==> config.mk <==
export PLATFORM = sky130hd
export DESIGN_NAME = mvp_mat4_mul
export DESIGN_NICKNAME = d
export VERILOG_FILES = /design/src/rtl/render_fxp_pkg.sv /design/src/rtl/fxp_mac_rs.sv /design/src/rtl/mvp_mat4_mul.sv
export SDC_FILE = /design/constraint.sdc
export NUM_CORES = 2
export LEC_CHECK = 0
export CORE_MARGIN = 2
export CORE_UTILIZATION = 48
export DETAILED_ROUTE_END_ITERATION = 12
export PLACE_DENSITY = 0.78
export RECOVER_POWER = 50
export SYNTH_ARGS = -nofsm -noshare
export SYNTH_HDL_FRONTEND = slang
export SYNTH_SLANG_ARGS = --single-unit
==> constraint.sdc <==
create_clock -name clk -period 11 [get_ports clk]
set_clock_uncertainty 0.1 [all_clocks]
set_input_delay 1.1 -clock clk [delete_from_list [all_inputs] [get_ports clk]]
set_output_delay 1.1 -clock clk [all_outputs]
set_load 0.02 [all_outputs]
==> src/rtl/render_fxp_pkg.sv <==
// Shared fixed-point rendering definitions: element format defaults,
// matrix dimension, job state encoding and counter field layout.
package render_fxp_pkg;

    // Q8.8 element format by default: 1.0 = 16'h0100.
    localparam int WI_DEF = 8;
    localparam int WF_DEF = 8;

    // Matrices are MAT_N x MAT_N, stored row-major.
    localparam int MAT_N  = 4;
    localparam int N_ELEM = MAT_N * MAT_N;

    // The job counter is {r[1:0], c[1:0], k[1:0]}: element index i = {r, c}
    // occupies the upper four bits and the dot-product term k the lower two.
    localparam int K_W   = 2;
    localparam int I_W   = 4;
    localparam int CNT_W = I_W + K_W;

    localparam logic [K_W-1:0]   K_FIRST  = 2'd0;
    localparam logic [K_W-1:0]   K_LAST   = 2'd3;
    localparam logic [CNT_W-1:0] CNT_LAST = 6'd63;

    // Job state: IDLE waits for start, MAC runs the 64 multiply-accumulate
    // cycles, DONE is the single-cycle completion pulse.
    typedef enum logic [1:0] {
        IDLE = 2'd0,
        MAC  = 2'd1,
        DONE = 2'd2
    } state_t;

endpackage

==> src/rtl/fxp_mac_rs.sv <==
// Signed fixed-point multiply-accumulate with round-half-up and saturation.
// The accumulator is two bits wider than a full product so four terms can
// never wrap. The output reflects acc+p (or p alone on the first term) in
// the current cycle, so the last term's result is available combinationally.
module fxp_mac_rs
    import render_fxp_pkg::*;
#(
    parameter int WI = WI_DEF,
    parameter int WF = WF_DEF
) (
    input  logic                 clk,
    input  logic                 rst_n,
    input  logic                 en,
    input  logic                 clr,
    input  logic [WI+WF-1:0]     a,
    input  logic [WI+WF-1:0]     b,
    output logic [WI+WF-1:0]     res,
    output logic                 ovf
);

    localparam int W  = WI + WF;
    localparam int AW = 2 * W + 2;

    logic signed [W-1:0]   a_s;
    logic signed [W-1:0]   b_s;
    logic signed [2*W-1:0] prod;
    logic signed [AW-1:0]  prod_x;
    logic signed [AW-1:0]  acc_q;
    logic signed [AW-1:0]  sum;
    logic signed [AW-1:0]  rnd;
    logic signed [AW-1:0]  shifted;
    logic [AW-W:0]         hi_bits;

    assign a_s = $signed(a);
    assign b_s = $signed(b);

    // Full-precision product, sign-extended into the accumulator width, then
    // either started fresh (first term) or added to the running sum.
    always_comb begin
        prod    = a_s * b_s;
        prod_x  = {{2{prod[2*W-1]}}, prod};
        sum     = clr ? prod_x : (acc_q + prod_x);
        rnd     = sum + $signed({{(AW-WF){1'b0}}, 1'b1, {(WF-1){1'b0}}});
        shifted = rnd >>> WF;
        hi_bits = shifted[AW-1:W-1];
        ovf     = !((&hi_bits) || (~|hi_bits));
        if (ovf) begin
            res = shifted[AW-1] ? {1'b1, {(W-1){1'b0}}} : {1'b0, {(W-1){1'b1}}};
        end else begin
            res = shifted[W-1:0];
        end
    end

    // Running sum register; only advances while the multiplier is active.
    always_ff @(posedge clk) begin
        if (!rst_n) begin
            acc_q <= '0;
        end else if (en) begin
            acc_q <= sum;
        end
    end

endmodule

==> src/rtl/mvp_mat4_mul.sv <==
// 4x4 fixed-point matrix multiplier, mat_out = mat_a * mat_b, using one
// time-shared MAC. A job snapshots both operands on start, spends 64 cycles
// in MAC (16 elements x 4 terms), then pulses done for one cycle.
//
// Handshake: start is a one-cycle request honoured only in IDLE; busy is high
// for exactly the 64 MAC cycles; done is a one-cycle pulse in the cycle after
// the last MAC and marks mat_out and overflow as coherent. A start while busy
// or done is dropped, never queued.
module mvp_mat4_mul
    import render_fxp_pkg::*;
#(
    parameter int WI = WI_DEF,
    parameter int WF = WF_DEF
) (
    input  logic                        clk,
    input  logic                        rst_n,
    input  logic                        start,
    input  logic [15:0][WI+WF-1:0]      mat_a,
    input  logic [15:0][WI+WF-1:0]      mat_b,
    output logic                        busy,
    output logic                        done,
    output logic [15:0][WI+WF-1:0]      mat_out,
    output logic                        overflow
);

    localparam int W = WI + WF;

    state_t                 state_q;
    state_t                 state_d;
    logic [CNT_W-1:0]       cnt_q;
    logic [15:0][W-1:0]     snap_a;
    logic [15:0][W-1:0]     snap_b;

    logic [1:0]             row;
    logic [1:0]             col;
    logic [K_W-1:0]         term;
    logic [I_W-1:0]         elem;
    logic [W-1:0]           op_a;
    logic [W-1:0]           op_b;
    logic [W-1:0]           mac_res;
    logic                   mac_ovf;
    logic                   mac_en;
    logic                   accept;

    assign row    = cnt_q[5:4];
    assign col    = cnt_q[3:2];
    assign term   = cnt_q[1:0];
    assign elem   = cnt_q[5:2];

    // Row-major operands: A(r,k) at r*4+k, B(k,c) at k*4+c.
    assign op_a   = snap_a[{row, term}];
    assign op_b   = snap_b[{term, col}];

    assign mac_en = (state_q == MAC);
    assign accept = (state_q == IDLE) && start;

    fxp_mac_rs #(
        .WI (WI),
        .WF (WF)
    ) u_mac (
        .clk   (clk),
        .rst_n (rst_n),
        .en    (mac_en),
        .clr   (term == K_FIRST),
        .a     (op_a),
        .b     (op_b),
        .res   (mac_res),
        .ovf   (mac_ovf)
    );

    // Next-state logic and status outputs decoded from the current state.
    always_comb begin
        state_d = state_q;
        busy    = 1'b0;
        done    = 1'b0;
        case (state_q)
            IDLE: begin
                if (start) begin
                    state_d = MAC;
                end
            end
            MAC: begin
                busy = 1'b1;
                if (cnt_q == CNT_LAST) begin
                    state_d = DONE;
                end
            end
            DONE: begin
                done    = 1'b1;
                state_d = IDLE;
            end
            default: begin
                state_d = IDLE;
            end
        endcase
    end

    // State register; reset takes priority over a simultaneous start.
    always_ff @(posedge clk) begin
        if (!rst_n) begin
            state_q <= IDLE;
        end else begin
            state_q <= state_d;
        end
    end

    // Operand snapshot, job counter, result write-back and sticky overflow.
    always_ff @(posedge clk) begin
        if (!rst_n) begin
            cnt_q    <= '0;
            snap_a   <= '0;
            snap_b   <= '0;
            mat_out  <= '0;
            overflow <= 1'b0;
        end else if (accept) begin
            cnt_q    <= '0;
            snap_a   <= mat_a;
            snap_b   <= mat_b;
            overflow <= 1'b0;
        end else if (mac_en) begin
            cnt_q <= cnt_q + 1'b1;
            if (term == K_LAST) begin
                mat_out[elem] <= mac_res;
                overflow      <= overflow | mac_ovf;
            end
        end
    end

endmodule

==> impl_metrics.toml <==
[status]
status = "finished, violations left"
violations = "max-capacitance violations, max-slew violations, negative setup slack"

[detailed_routing]
ant_nets = 0
route.vias.total = 38700
route.detailed.drc = 0
dr.pass1.iters = 7
routed_via_density = 5.97
drtIter0Drc = 4165
wl_per_cell_microns = 25.2
drt-total-wl_mm = 163

[grt]
antenna_found_initial = 28
grt_overflow = 0
grt_max_degree = 231
grt_usage_pct = 33.4
grt_pass1_wl_mm = 230
first_global_vias = 37100

[yosys]
seq_area_frac_synth_pct = 38.0
yosysWarnings = 0
yosysUniqueCellTypes = 82
synthArstFlopShare_pct = 0
avgSynthCellArea_sq_um = 10.2
syn_area_sq_um = 42700
synth-main-ff-cell = "dfxtp_1"
syn-num-nets = 5081
synthCells = 4183
ys_seq_elements = 811
synth_edf_count = 0

[setup_path]
worst-path-buf-inv = 14
cp_top_family = "adder cells"
crit_type = "reg -> reg"
crit_path_max_incr_delay_ps = 550
worst_ep_arrival_time_ps = 11520
worstPathRequired_ps = 11420
startpoint_type = "flop"
slowest_stage = "mux4_2"
crit_top_cell = "fa_1"
cp-end-kind = "flop"
crit_path_max_fanout = 8

[place]
port_buffers = 773
dp_hpwl_mm = 121
routabilityCongestion = 0.976
dp.cells = 6190

[floorplan]
rows = 109
die-area_sq_um = 91400
io_pins = 774
die_x_microns = 302
initial_core_util_pct = 48.4
core_area_sq_um = 88200
die_h_microns = 302

[cts]
clkSinkCount = 811
cts.htree.levels = 3
insertion_delay_ps = 660
path_clk_slew_ps = 60
tritoncts = "built"
cts_buffer_depth = 3
cts_buffers = 85
cts-root-buf = "clkbuf_16"

[sta]
slew_headroom_pct = -172
timing.final.crit_share_pct = 101
setup-violations-final = 34
tightest_slew_ps = 4070
maxClockFrequency_mhz = 90.1
worst_slack_ps = -95.2
rsz0062_at_grt = "true"
layout_min_cycle_time_ps = 11100
drv_slew = 68
finalHoldViolations = 0
fin_setup_tns_ps = -1650

[power_and_ir_drop]
power.total_mw = 11.9
max-vdd-ir-drop_v = 0.000210
power_density_nw_per_um2 = 200
total_leakage_power_nw = 24.5

[hold_path]
hp-class = "reg -> reg"

[cells_and_area]
final_util_pct = 67.7
finalNonFillerCells = 6486
fin_nets = 6128
syn_to_final_growth_pct = 39.8
layout-drive-gt1-share_pct = 21.8

[flow_run]
maxCapViolCount = 1
[cells in the mapped netlist, drive strengths merged, types with 18 or more instances]
master / n / area (sq um)
fa: 263 / 5270
xor2: 26 / 228
nand3: 30 / 160
a211oi: 52 / 390
mux4: 141 / 3180
xnor2: 46 / 403
a21o: 28 / 210
o211ai: 31 / 299
nand2b: 32 / 200
dfxtp: 811 / 16200
mux2i: 18 / 180
o21ai: 311 / 1570
ha: 120 / 1500
a22o: 513 / 4490
nor3: 40 / 200
inv: 337 / 1260
buf: 51 / 259
clkbuf: 228 / 861
nand2: 347 / 1320
nor2: 299 / 1300
a21oi: 220 / 1400
o21a: 23 / 173
[final timing paths]
kind	startpoint	slack (ps)	cells after the start	end
min	mat_out[115]$_SDFFE_PN0P_	350	2	mat_out[115]$_SDFFE_PN0P_
max	cnt_q[0]$_SDFFE_PP0P_	-100	43	mat_out[238]$_SDFFE_PN0P_
min reg2reg	mat_out[115]$_SDFFE_PN0P_	350	2	mat_out[115]$_SDFFE_PN0P_
max reg2reg	cnt_q[0]$_SDFFE_PP0P_	-100	43	mat_out[238]$_SDFFE_PN0P_
[power by group]
part / internal [mW] / switching [mW] / leakage [nW]
registers: 3.10 / 0.117 / 6.62
logic: 2.55 / 3.16 / 16.4
clock network: 1.75 / 1.26 / 1.43
[cells in the final DEF, fill, tap and decap left out, types with 30 or more instances in the layout]
| cell | Yosys | final |
|---|---|---|
| buf_12 | 1 | 44 |
| fa_1 | 263 | 250 |
| clkbuf_16 | 0 | 95 |
| o21ai_2 | 1 | 51 |
| buf_4 | 1 | 362 |
| a21oi_2 | 80 | 117 |
| a22o_1 | 513 | 513 |
| ha_1 | 120 | 100 |
| inv_1 | 336 | 310 |
| dlygate4sd3_1 | 0 | 31 |
| a21oi_1 | 140 | 93 |
| o21ai_1 | 51 | 68 |
| nand2_1 | 342 | 329 |
| mux4_2 | 141 | 141 |
| nor3_1 | 40 | 36 |
| a211oi_1 | 52 | 46 |
| buf_6 | 5 | 44 |
| nand2b_1 | 32 | 30 |
| nor2_1 | 283 | 274 |
| clkdlybuf4s50_1 | 0 | 741 |
| dfxtp_1 | 811 | 805 |
| o21ai_0 | 258 | 188 |
| xnor2_1 | 46 | 39 |
[cell type report]
class,instances,area [sq um]
timing repair buffer,1238,12200
clock buffer,121,2480
antenna,25,62.6
inverter,339,1290
clock inverter,32,413
tap,1165,1460
multi-input combinational,2755,25600
sequential,811,16300
fill,6464,28500
[flip-flops by register name, indices dropped and copies added, names as in the netlist]
name / flops
mat_out: 256
snap_a: 256
snap_b: 256
u_mac.acc_q: 34
cnt_q: 6
state_q: 2
overflow: 1
[worst min-delay path: stages, from the launching register on]
cell and delay (ps):
dfxtp_1 310, nand2_1 50, o21ai_1 50
[per-stage QoR]
stage                     worst slack [ps]  hold slack (ps)  instance area, sq um
final                                -95.2              350                 59700
after global routing                  -437              363                 59700
after CTS                            -21.7              350                 57000
after detailed placement              -154              342                 53900
after global placement               -57.6              334                 53900
after floorplan                       46.8              336                 42800
[layer usage]
metal	part of all wire [%]	global-route usage [%]
met5	0.026	0
met4	5.8	17.1
met3	8.2	5.65
met2	47	54.5
met1	39	42.8
[logic make-up (layout without fill, tap and decap cells)]
logic type	Yosys count	after routing	synth area share, %
fa+ha+maj	383	383	15.8
buf+inv	618	1730	5.60
flops	811	811	38.0
simple gates	867	868	9.30
xor+xnor	72	72	1.48
other cells	0	25	0
mux	172	172	8.20
compound gates	1260	1260	21.6
[timing repair]
action                     in CTS  in global routing
setup buffers                   9                 98
setup endpoints to repair     241                257
pin swaps                       5                176
resized for setup              24                420
cloned                          1                 11
hold buffers                    0                  0
Note: power is estimated with default switching activity, not from simulation.
